**src/rtl/wishbone_voice_regs.sv**
```systemverilog
`default_nettype none
// ============================================================================
// wishbone_voice_regs : Wishbone B4-classic register bank for the multi-voice
//                       synth. Per-voice parameters with shadow/commit.
// Revision: 1.0
// ============================================================================
module wishbone_voice_regs #(
  parameter int          NUM_VOICES    = 4,
  parameter logic [31:0] BASE_ADDR     = 32'h3000_0000,
  parameter bit          SHADOW        = 1'b1,
  parameter logic [15:0] I2S_DIV_RESET = 16'd32
) (
  input  logic                       wb_clk_i,
  input  logic                       wb_rst_i,
  input  logic                       wbs_stb_i,
  input  logic                       wbs_cyc_i,
  input  logic                       wbs_we_i,
  input  logic [3:0]                 wbs_sel_i,
  input  logic [31:0]                wbs_dat_i,
  input  logic [31:0]                wbs_adr_i,
  output logic                       wbs_ack_o,
  output logic                       wbs_err_o,
  output logic [31:0]                wbs_dat_o,
  output logic [32*NUM_VOICES-1:0]   divisor,
  output logic [8*NUM_VOICES-1:0]    duty,
  output logic [27*NUM_VOICES-1:0]   attack,
  output logic [27*NUM_VOICES-1:0]   decay,
  output logic [27*NUM_VOICES-1:0]   fade,
  output logic [16*NUM_VOICES-1:0]   sustain,
  output logic [18*NUM_VOICES-1:0]   cutoff,
  output logic [18*NUM_VOICES-1:0]   resonance,
  output logic [NUM_VOICES-1:0]      waveform,
  output logic [NUM_VOICES-1:0]      trigger,
  output logic [15:0]                i2s_divisor
);

  typedef struct packed {
    logic [31:0] div;
    logic [7:0]  duty;
    logic [26:0] attack;
    logic [15:0] sustain;
    logic [26:0] decay;
    logic [26:0] fade;
    logic [17:0] cutoff;
    logic [17:0] res;
  } voice_t;

  localparam logic [2:0]  NV3   = 3'(NUM_VOICES);
  localparam logic [31:0] ID_WORD = {16'h5359, 8'h00, 8'(NUM_VOICES)};

  function automatic logic [31:0] merge(input logic [31:0] old_v,
                                        input logic [31:0] new_v,
                                        input logic [3:0]  sel);
    logic [31:0] r;
    for (int b = 0; b < 4; b++)
      r[8*b +: 8] = sel[b] ? new_v[8*b +: 8] : old_v[8*b +: 8];
    return r;
  endfunction

  logic                         ack_q, ack_d, err_q, err_d;
  logic [31:0]                  dat_q, dat_d;
  logic [NUM_VOICES-1:0]        trig_q, trig_d;
  voice_t [NUM_VOICES-1:0]      sh_q, sh_d;
  logic [NUM_VOICES-1:0]        wave_sh_q, wave_sh_d;
  logic [15:0]                  i2s_q, i2s_d;
  voice_t [NUM_VOICES-1:0]      live;
  logic [NUM_VOICES-1:0]        live_wave;

  logic [2:0]  block, word;
  logic        addr_hit, is_voice, is_global, mapped, resp_ok, do_write, is_cmd, commit;
  logic [31:0] rd_val, wr_val;
  logic        unused_ok;

  assign unused_ok = &{1'b0, wbs_adr_i[1:0]};
  assign block     = wbs_adr_i[7:5];
  assign word      = wbs_adr_i[4:2];
  assign addr_hit  = (wbs_adr_i[31:8] == BASE_ADDR[31:8]);
  assign is_voice  = block < NV3;
  assign is_global = (block == 3'd7);
  assign mapped    = addr_hit && (is_voice ||
                     (is_global && !word[2] && !(wbs_we_i && word == 3'd3)));
  // Only one response per request, and a one-cycle gap before the next
  assign resp_ok   = wbs_stb_i && wbs_cyc_i && !ack_q && !err_q;
  assign ack_d     = resp_ok && mapped;
  assign err_d     = resp_ok && !mapped;
  assign do_write  = ack_d && wbs_we_i;
  assign is_cmd    = is_global && (word == 3'd1);
  assign commit    = do_write && is_cmd && wbs_sel_i[0] && wbs_dat_i[0];
  assign trig_d    = (do_write && is_cmd && wbs_sel_i[1]) ? wbs_dat_i[8 +: NUM_VOICES] : '0;
  assign dat_d     = resp_ok ? (mapped ? rd_val : 32'd0) : dat_q;

  always_comb begin
    rd_val = '0;
    if (is_global) begin
      case (word)
        3'd0:    rd_val = 32'(wave_sh_q);
        3'd2:    rd_val = {16'd0, i2s_q};
        3'd3:    rd_val = ID_WORD;
        default: rd_val = '0;
      endcase
    end else begin
      for (int v = 0; v < NUM_VOICES; v++) begin
        if (block == 3'(v)) begin
          case (word)
            3'd0:    rd_val = sh_q[v].div;
            3'd1:    rd_val = 32'(sh_q[v].duty);
            3'd2:    rd_val = 32'(sh_q[v].attack);
            3'd3:    rd_val = 32'(sh_q[v].sustain);
            3'd4:    rd_val = 32'(sh_q[v].decay);
            3'd5:    rd_val = 32'(sh_q[v].fade);
            3'd6:    rd_val = 32'(sh_q[v].cutoff);
            default: rd_val = 32'(sh_q[v].res);
          endcase
        end
      end
    end
  end

  // Byte-merge against the current value, then keep only implemented bits
  assign wr_val = merge(rd_val, wbs_dat_i, wbs_sel_i);

  always_comb begin
    sh_d      = sh_q;
    wave_sh_d = wave_sh_q;
    i2s_d     = i2s_q;
    if (do_write) begin
      if (is_global) begin
        if (word == 3'd0) wave_sh_d = wr_val[NUM_VOICES-1:0];
        if (word == 3'd2) i2s_d     = wr_val[15:0];
      end else begin
        for (int v = 0; v < NUM_VOICES; v++) begin
          if (block == 3'(v)) begin
            case (word)
              3'd0:    sh_d[v].div     = wr_val;
              3'd1:    sh_d[v].duty    = wr_val[7:0];
              3'd2:    sh_d[v].attack  = wr_val[26:0];
              3'd3:    sh_d[v].sustain = wr_val[15:0];
              3'd4:    sh_d[v].decay   = wr_val[26:0];
              3'd5:    sh_d[v].fade    = wr_val[26:0];
              3'd6:    sh_d[v].cutoff  = wr_val[17:0];
              default: sh_d[v].res     = wr_val[17:0];
            endcase
          end
        end
      end
    end
  end

  always_ff @(posedge wb_clk_i or posedge wb_rst_i) begin
    if (wb_rst_i) begin
      ack_q     <= 1'b0;
      err_q     <= 1'b0;
      dat_q     <= '0;
      trig_q    <= '0;
      sh_q      <= '0;
      wave_sh_q <= '0;
      i2s_q     <= I2S_DIV_RESET;
    end else begin
      ack_q     <= ack_d;
      err_q     <= err_d;
      dat_q     <= dat_d;
      trig_q    <= trig_d;
      sh_q      <= sh_d;
      wave_sh_q <= wave_sh_d;
      i2s_q     <= i2s_d;
    end
  end

  if (SHADOW) begin : g_shadow
    voice_t [NUM_VOICES-1:0] out_q, out_d;
    logic [NUM_VOICES-1:0]   wave_out_q, wave_out_d;

    always_comb begin
      out_d      = out_q;
      wave_out_d = wave_out_q;
      if (commit) begin
        out_d      = sh_q;
        wave_out_d = wave_sh_q;
      end
    end

    always_ff @(posedge wb_clk_i or posedge wb_rst_i) begin
      if (wb_rst_i) begin
        out_q      <= '0;
        wave_out_q <= '0;
      end else begin
        out_q      <= out_d;
        wave_out_q <= wave_out_d;
      end
    end

    assign live      = out_q;
    assign live_wave = wave_out_q;
  end else begin : g_direct
    assign live      = sh_q;
    assign live_wave = wave_sh_q;
  end

  for (genvar v = 0; v < NUM_VOICES; v++) begin : g_port
    assign divisor[32*v +: 32]   = live[v].div;
    assign duty[8*v +: 8]        = live[v].duty;
    assign attack[27*v +: 27]    = live[v].attack;
    assign decay[27*v +: 27]     = live[v].decay;
    assign fade[27*v +: 27]      = live[v].fade;
    assign sustain[16*v +: 16]   = live[v].sustain;
    assign cutoff[18*v +: 18]    = live[v].cutoff;
    assign resonance[18*v +: 18] = live[v].res;
  end

  assign waveform    = live_wave;
  assign trigger     = trig_q;
  assign i2s_divisor = i2s_q;
  assign wbs_ack_o   = ack_q;
  assign wbs_err_o   = err_q;
  assign wbs_dat_o   = dat_q;

endmodule
`default_nettype wire

```
**config.mk**
```make
export PLATFORM = sky130hd
export DESIGN_NAME = wishbone_voice_regs
export DESIGN_NICKNAME = d
export VERILOG_FILES = /design/src/rtl/wishbone_voice_regs.sv
export SDC_FILE = /design/constraint.sdc
export NUM_CORES = 2
export LEC_CHECK = 0
export BUFFER_PORTS_ARGS = -buffer_cell sky130_fd_sc_hd__buf_2
export CORE_AREA = 2 2 420 422
export DETAILED_ROUTE_END_ITERATION = 12
export DIE_AREA = 0 0 422 424
export PLACE_DENSITY = 0.58
export SLEW_MARGIN = 5
export SYNTH_ARGS = -nofsm -noshare
export SYNTH_HDL_FRONTEND = slang
export SYNTH_SLANG_ARGS = --single-unit
```
**constraint.sdc**
```tcl
create_clock -name wb_clk_i -period 127 [get_ports wb_clk_i]
set_clock_uncertainty 0.2 [all_clocks]
set_input_delay 25.4 -clock wb_clk_i [delete_from_list [all_inputs] [get_ports wb_clk_i]]
set_output_delay 25.4 -clock wb_clk_i [all_outputs]
set_load 0.03 [all_outputs]
```
**Word-level counts from Yosys, hierarchy flattened**

Cells that the tools add are included.

- Magnitude comparators: 1
- Equality and inequality tests: 11
- Mux-type cells: 16
- Bitwise operators: 2
- Reduce and logical (&&, ||, !) cells: 58

Operators with widths:

| operator | count |
|---|---|
| one-hot mux 32 bit (7 select lines) | 4 |
| two-way mux 32 bit | 6 |
| AND reduction 4 bit | 32 |
| one-hot mux 31 bit (3 select lines) | 1 |
| two-way mux 8 bit | 4 |
| equality test 24 x 22 -> 1 bit, second input constant | 1 |
| logical AND 1 bit | 15 |
| equality test 3 x 2 -> 1 bit, second input constant | 4 |
| equality test 3 bit, second input constant | 4 |
| OR reduction 7 bit | 1 |
| equality test 3 x 1 -> 1 bit, second input constant | 2 |
| zero test 3 bit | 2 |
| AND reduction 3 bit | 2 |
| zero test 1 bit | 5 |
| two-way mux 4 bit | 1 |
| < comparator 3 bit, second input constant | 1 |
| inverter 1 bit | 2 |
| logical OR 1 bit | 1 |

- Register bits: 1,446
- Bits of input ports: 73
- Word-level logic and storage cells: 159

**Longest topological paths before layout**

- Depth after elaboration: 11
- Mapped depth: 15

**Worst setup path after synthesis**

OpenSTA, ideal clock, no wires.

- Path kind: in2reg
- From: input wbs_adr_i[3]
- To: register sh_q[542] (netlist name)
- Setup time: 0.148 ns
- Data arrival time: 27.707 ns
- Data required time: 126.652 ns
- Path slack: 98.945 ns
- Stages: 11
- Path buffers: 6
- Cell sequence: buf_2 buf_4 buf_6 buf_4 buf_4 buf_2 mux2_2 a221oi_1 o21ai_0 a31oi_1 o21ai_0

- Longest elaborated chain between the ends: 9
- Elaborated cells on any way between the ends: 26

Ends and longest elaborated chain:

| what | RTL line | RTL |
|---|---|---|
| start, declared | 20 | `input logic [31:0] wbs_adr_i,` |
| parallel branches: the longest is 9 deep, another holds one-hot mux 32 bit (7 select lines) | - |  |
| end signal, assigned | 155 | `sh_q <= '0;` |
| end signal, assigned | 163 | `sh_q <= sh_d;` |
| end, declared | 63 | `voice_t [NUM_VOICES-1:0] sh_q, sh_d;` |

Parallel ways; which one is timed is not known.
A chain may end at the register's enable or synchronous reset.

**Worst setup path after layout**

- From: input wbs_adr_i[3]
- To: register sh_q[377] (netlist name)

The elaborated chain is that of the path after synthesis.

==> metrics <==
setup TNS 0 ps; die footprint 178,900 um2; period utilization 0.2379; Slew Limit Headroom 0.07980; CP Capture Type flip-flop; Warnings, synthesis 0; Avg WL per Cell 31.33 um; Syn Inst Count 6,570; Seq/Total Area, Yosys 0.5956; WP data arrival 30,750 ps; largest net degree at the start of global routing 214; Reg-to-Reg End duty[3]; antenna violations before repair 21; maxcap violations 0; pre-CTS WS 95,860 ps; WL final 304,600 um; Buffers on Ports 820; Synth Area in Compound Gates 0.1248; final hold viol count 0; ys flop type dfrtp_1; Rows 154; average size of a mapped cell 9.247 um2; Setup CP Type in -> reg; CTS Hold Bufs 0; static leakage 0.03821 uW; layout cell share with drive strength beyond 1 0.1855; DRT Pass-1 Iters 6; first-pass GRT wire length 418,300 um; synthesized flop and latch total 1,446; Layout Cells excl Fill 9,724; Synth Area in Adders 0; Reg clk slew, reported paths 60 ps; outcome finished clean; RR Startpoint wbs_ack_o; Synth async-reset ratio 1.000; Combinational Power Share 0.053; unrepaired setup endpoints after global routing no; DIE WIDTH 422 um; total core area 175,000 um2; DP Cell Count 9,422; layout net count 7,317; CTS max path bufs 3; Switching Share 0.2537; Vias per Instance 5.633; Internal 743.0 uW; Die H 424 um; post-cts resize count 0; largest family of logic cells by synthesized area simple AND/OR/NAND/NOR gates; Register-to-Register Setup Slack 121,040 ps; post-route antenna net violation count 0; Post-CTS Setup Inserts 0; measured slew at the worst slew-check pin 1342 ps; startpoint types input pin; Post-synth EDFFs 0; H-tree levels 4; vias in the first global route 52,010; synthesized area 60,760 um2; Clock Tree Root clkbuf_16; pwr dens 13.69 nW/um2; CP endpoint sh_q[377]; Setup Viol. Count Final 0; CP startpoint wbs_adr_i[3]; total gr overflow 0; clk_lat worst skew 870 ps; CP required 127,540 ps; xor/xnor cell area share of the yosys netlist 0; gpl congestion 1.000; multiplexer area fraction after synthesis 0.03419; Area after DPL 67,320 um2; Simple-Gate Fraction of Synth Area 0.2100; CTS tree yes; cell count of the worst reg-to-reg path 10; Clk pwr share 0.484; CTS Buf Count 160; max-slew violation count 0; Peak supply drop 0.01496 mV; vias post-DR 54,770; initial DRC count 7,238; final worst path period need 30,210 ps; HP Class reg -> reg; Synth cell types 85; CP Max Fanout 57; # IOs 823; CTS Sinks 1,446; Initial Utilization 0.3473; switching power 252.6 uW; Net Count, Synth 6,643; Post-DP HPWL 218,800 um; Remaining DRCs 0; Peak Freq 33.10 MHz; final instance area 72,730 um2; Global Route Usage Sum 0.3325; area grow syn2layout 19.71%; final worst slack 96,790 ps; Flop pwr share 0.463
==> cells by family (layout without fill, tap and decap cells) <==
| family | Yosys count | after routing |
|---|---|---|
| AOI/OAI and AO/OA | 1216 | 1216 |
| buffers and inverters | 486 | 1285 |
| DFF | 1446 | 1446 |
| and+or+nand+nor | 3230 | 3230 |
| other | 0 | 15 |
| muxes | 192 | 192 |
==> layout make-up <==
type	instances	area, um2
tap	2340	2928
fill	17810	102200
antenna	15	37.54
sequential	1446	36190
multi-input combinational	4638	22760
inverter	29	116.4
timing repair buffer	969	5329
clock buffer	229	4654
clock inverter	58	724.4
==> Yosys cell counts (all sizes together), types with 9 or more instances <==
master	number	share of area
a211oi	16	0.0023
a21oi	270	0.022
a221o	15	0.0025
a221oi	35	0.0050
a22o	19	0.0027
a22oi	50	0.0062
a31oi	94	0.0097
and2	9	0.00093
and3	10	0.0010
buf	193	0.017
clkbuf	264	0.016
dfrtp	1445	0.60
inv	28	0.0017
mux2	44	0.0082
mux2i	140	0.023
nand2	2647	0.16
nand2b	15	0.0015
nand3	47	0.0039
nand3b	19	0.0023
nor2	386	0.024
nor2b	12	0.0012
nor3	21	0.0020
nor4	13	0.0027
o211ai	16	0.0020
o21ai	405	0.033
o221ai	33	0.0048
o22ai	33	0.0034
o2bb2ai	26	0.0037
o31ai	139	0.017
or3b	10	0.0014
==> state kept, by name (all words and copies together) (netlist names), 16 cells and up <==
name	cells
i2s_divisor	16
duty	32
attack	108
sh_q	692
fade	108
decay	108
sustain	64
cutoff	72
wbs_dat_o	32
resonance	72
divisor	128
==> stage by stage <==
step	util	total power, uW	hold WS, ps
finish	0.4157	995.6	256.7
global route	0.4156	1019	271.5
CTS	0.4155	997.8	262.9
detailed placement	0.3848	519.9	250.1
global placement	0.3848	519.7	250.2
floorplan	-	494.0	248.5
==> power by group through the flow <==
stage	logic, uW	clock network, uW	registers (uW)
final	53.0	482	461
after global routing	53.3	505	460
after CTS	50.8	486	461
after detailed placement	50.7	0	469
after global placement	50.6	0	469
after floorplan	23.6	0	470
==> routing by layer <==
| layer | GRT usage | vias to the layer above | share of wire | wire length, um |
|---|---|---|---|---|
| met5 | 0 | - | 0.000039 | 12 |
| met4 | 0.2587 | 2 | 0.092 | 28150 |
| met3 | 0.09401 | 819 | 0.11 | 32110 |
| met2 | 0.4771 | 3414 | 0.42 | 128900 |
| met1 | 0.4222 | 27290 | 0.38 | 115500 |
| li1 | - | 23250 | - | - |
==> layout by cell type, fill, tap and decap left out, types with 14 or more instances in the layout <==
| cell type | count |
|---|---|
| clkbuf_1 | 31 |
| nor3_1 | 16 |
| a22o_1 | 19 |
| o21ai_0 | 376 |
| nand3_1 | 45 |
| o2bb2ai_1 | 26 |
| nand3b_1 | 19 |
| dfrtp_1 | 1445 |
| a221oi_1 | 35 |
| a22oi_1 | 50 |
| diode_2 | 15 |
| nand2_1 | 2646 |
| o21ai_1 | 28 |
| nand2b_1 | 14 |
| mux2_2 | 44 |
| nor2_1 | 381 |
| mux2i_1 | 138 |
| o22ai_1 | 33 |
| o221ai_1 | 33 |
| buf_2 | 817 |
| a221o_1 | 15 |
| o31ai_1 | 133 |
| clkinv_2 | 26 |
| clkbuf_16 | 161 |
| clkbuf_8 | 37 |
| a31oi_1 | 91 |
| a21oi_1 | 265 |
| buf_4 | 142 |
| o211ai_1 | 16 |
| inv_1 | 26 |
==> worst min-delay path by stage <==
| stage | from | to | cells after the start |
|---|---|---|---|
| 3_3_place_gp | fade[84] | fade[84] | 2 |
| 3_5_place_dp | decay[21] | decay[21] | 2 |
| 2_1_floorplan | sh_q[105] | sh_q[105] | 2 |
| 6_report | decay[17] | decay[17] | 2 |
| 5_1_grt | divisor[96] | divisor[96] | 2 |
| 4_1_cts | decay[90] | decay[90] | 2 |
==> critical path, stage by stage <==
cell and delay, ps:
buf_6 470, buf_4 750, nor3b_2 1050, buf_4 400
a21oi_1 110, a31oi_1 610, mux2i_1 650, a21o_2 700
o21ai_0 330
Power figures use the tool's default switching activity.
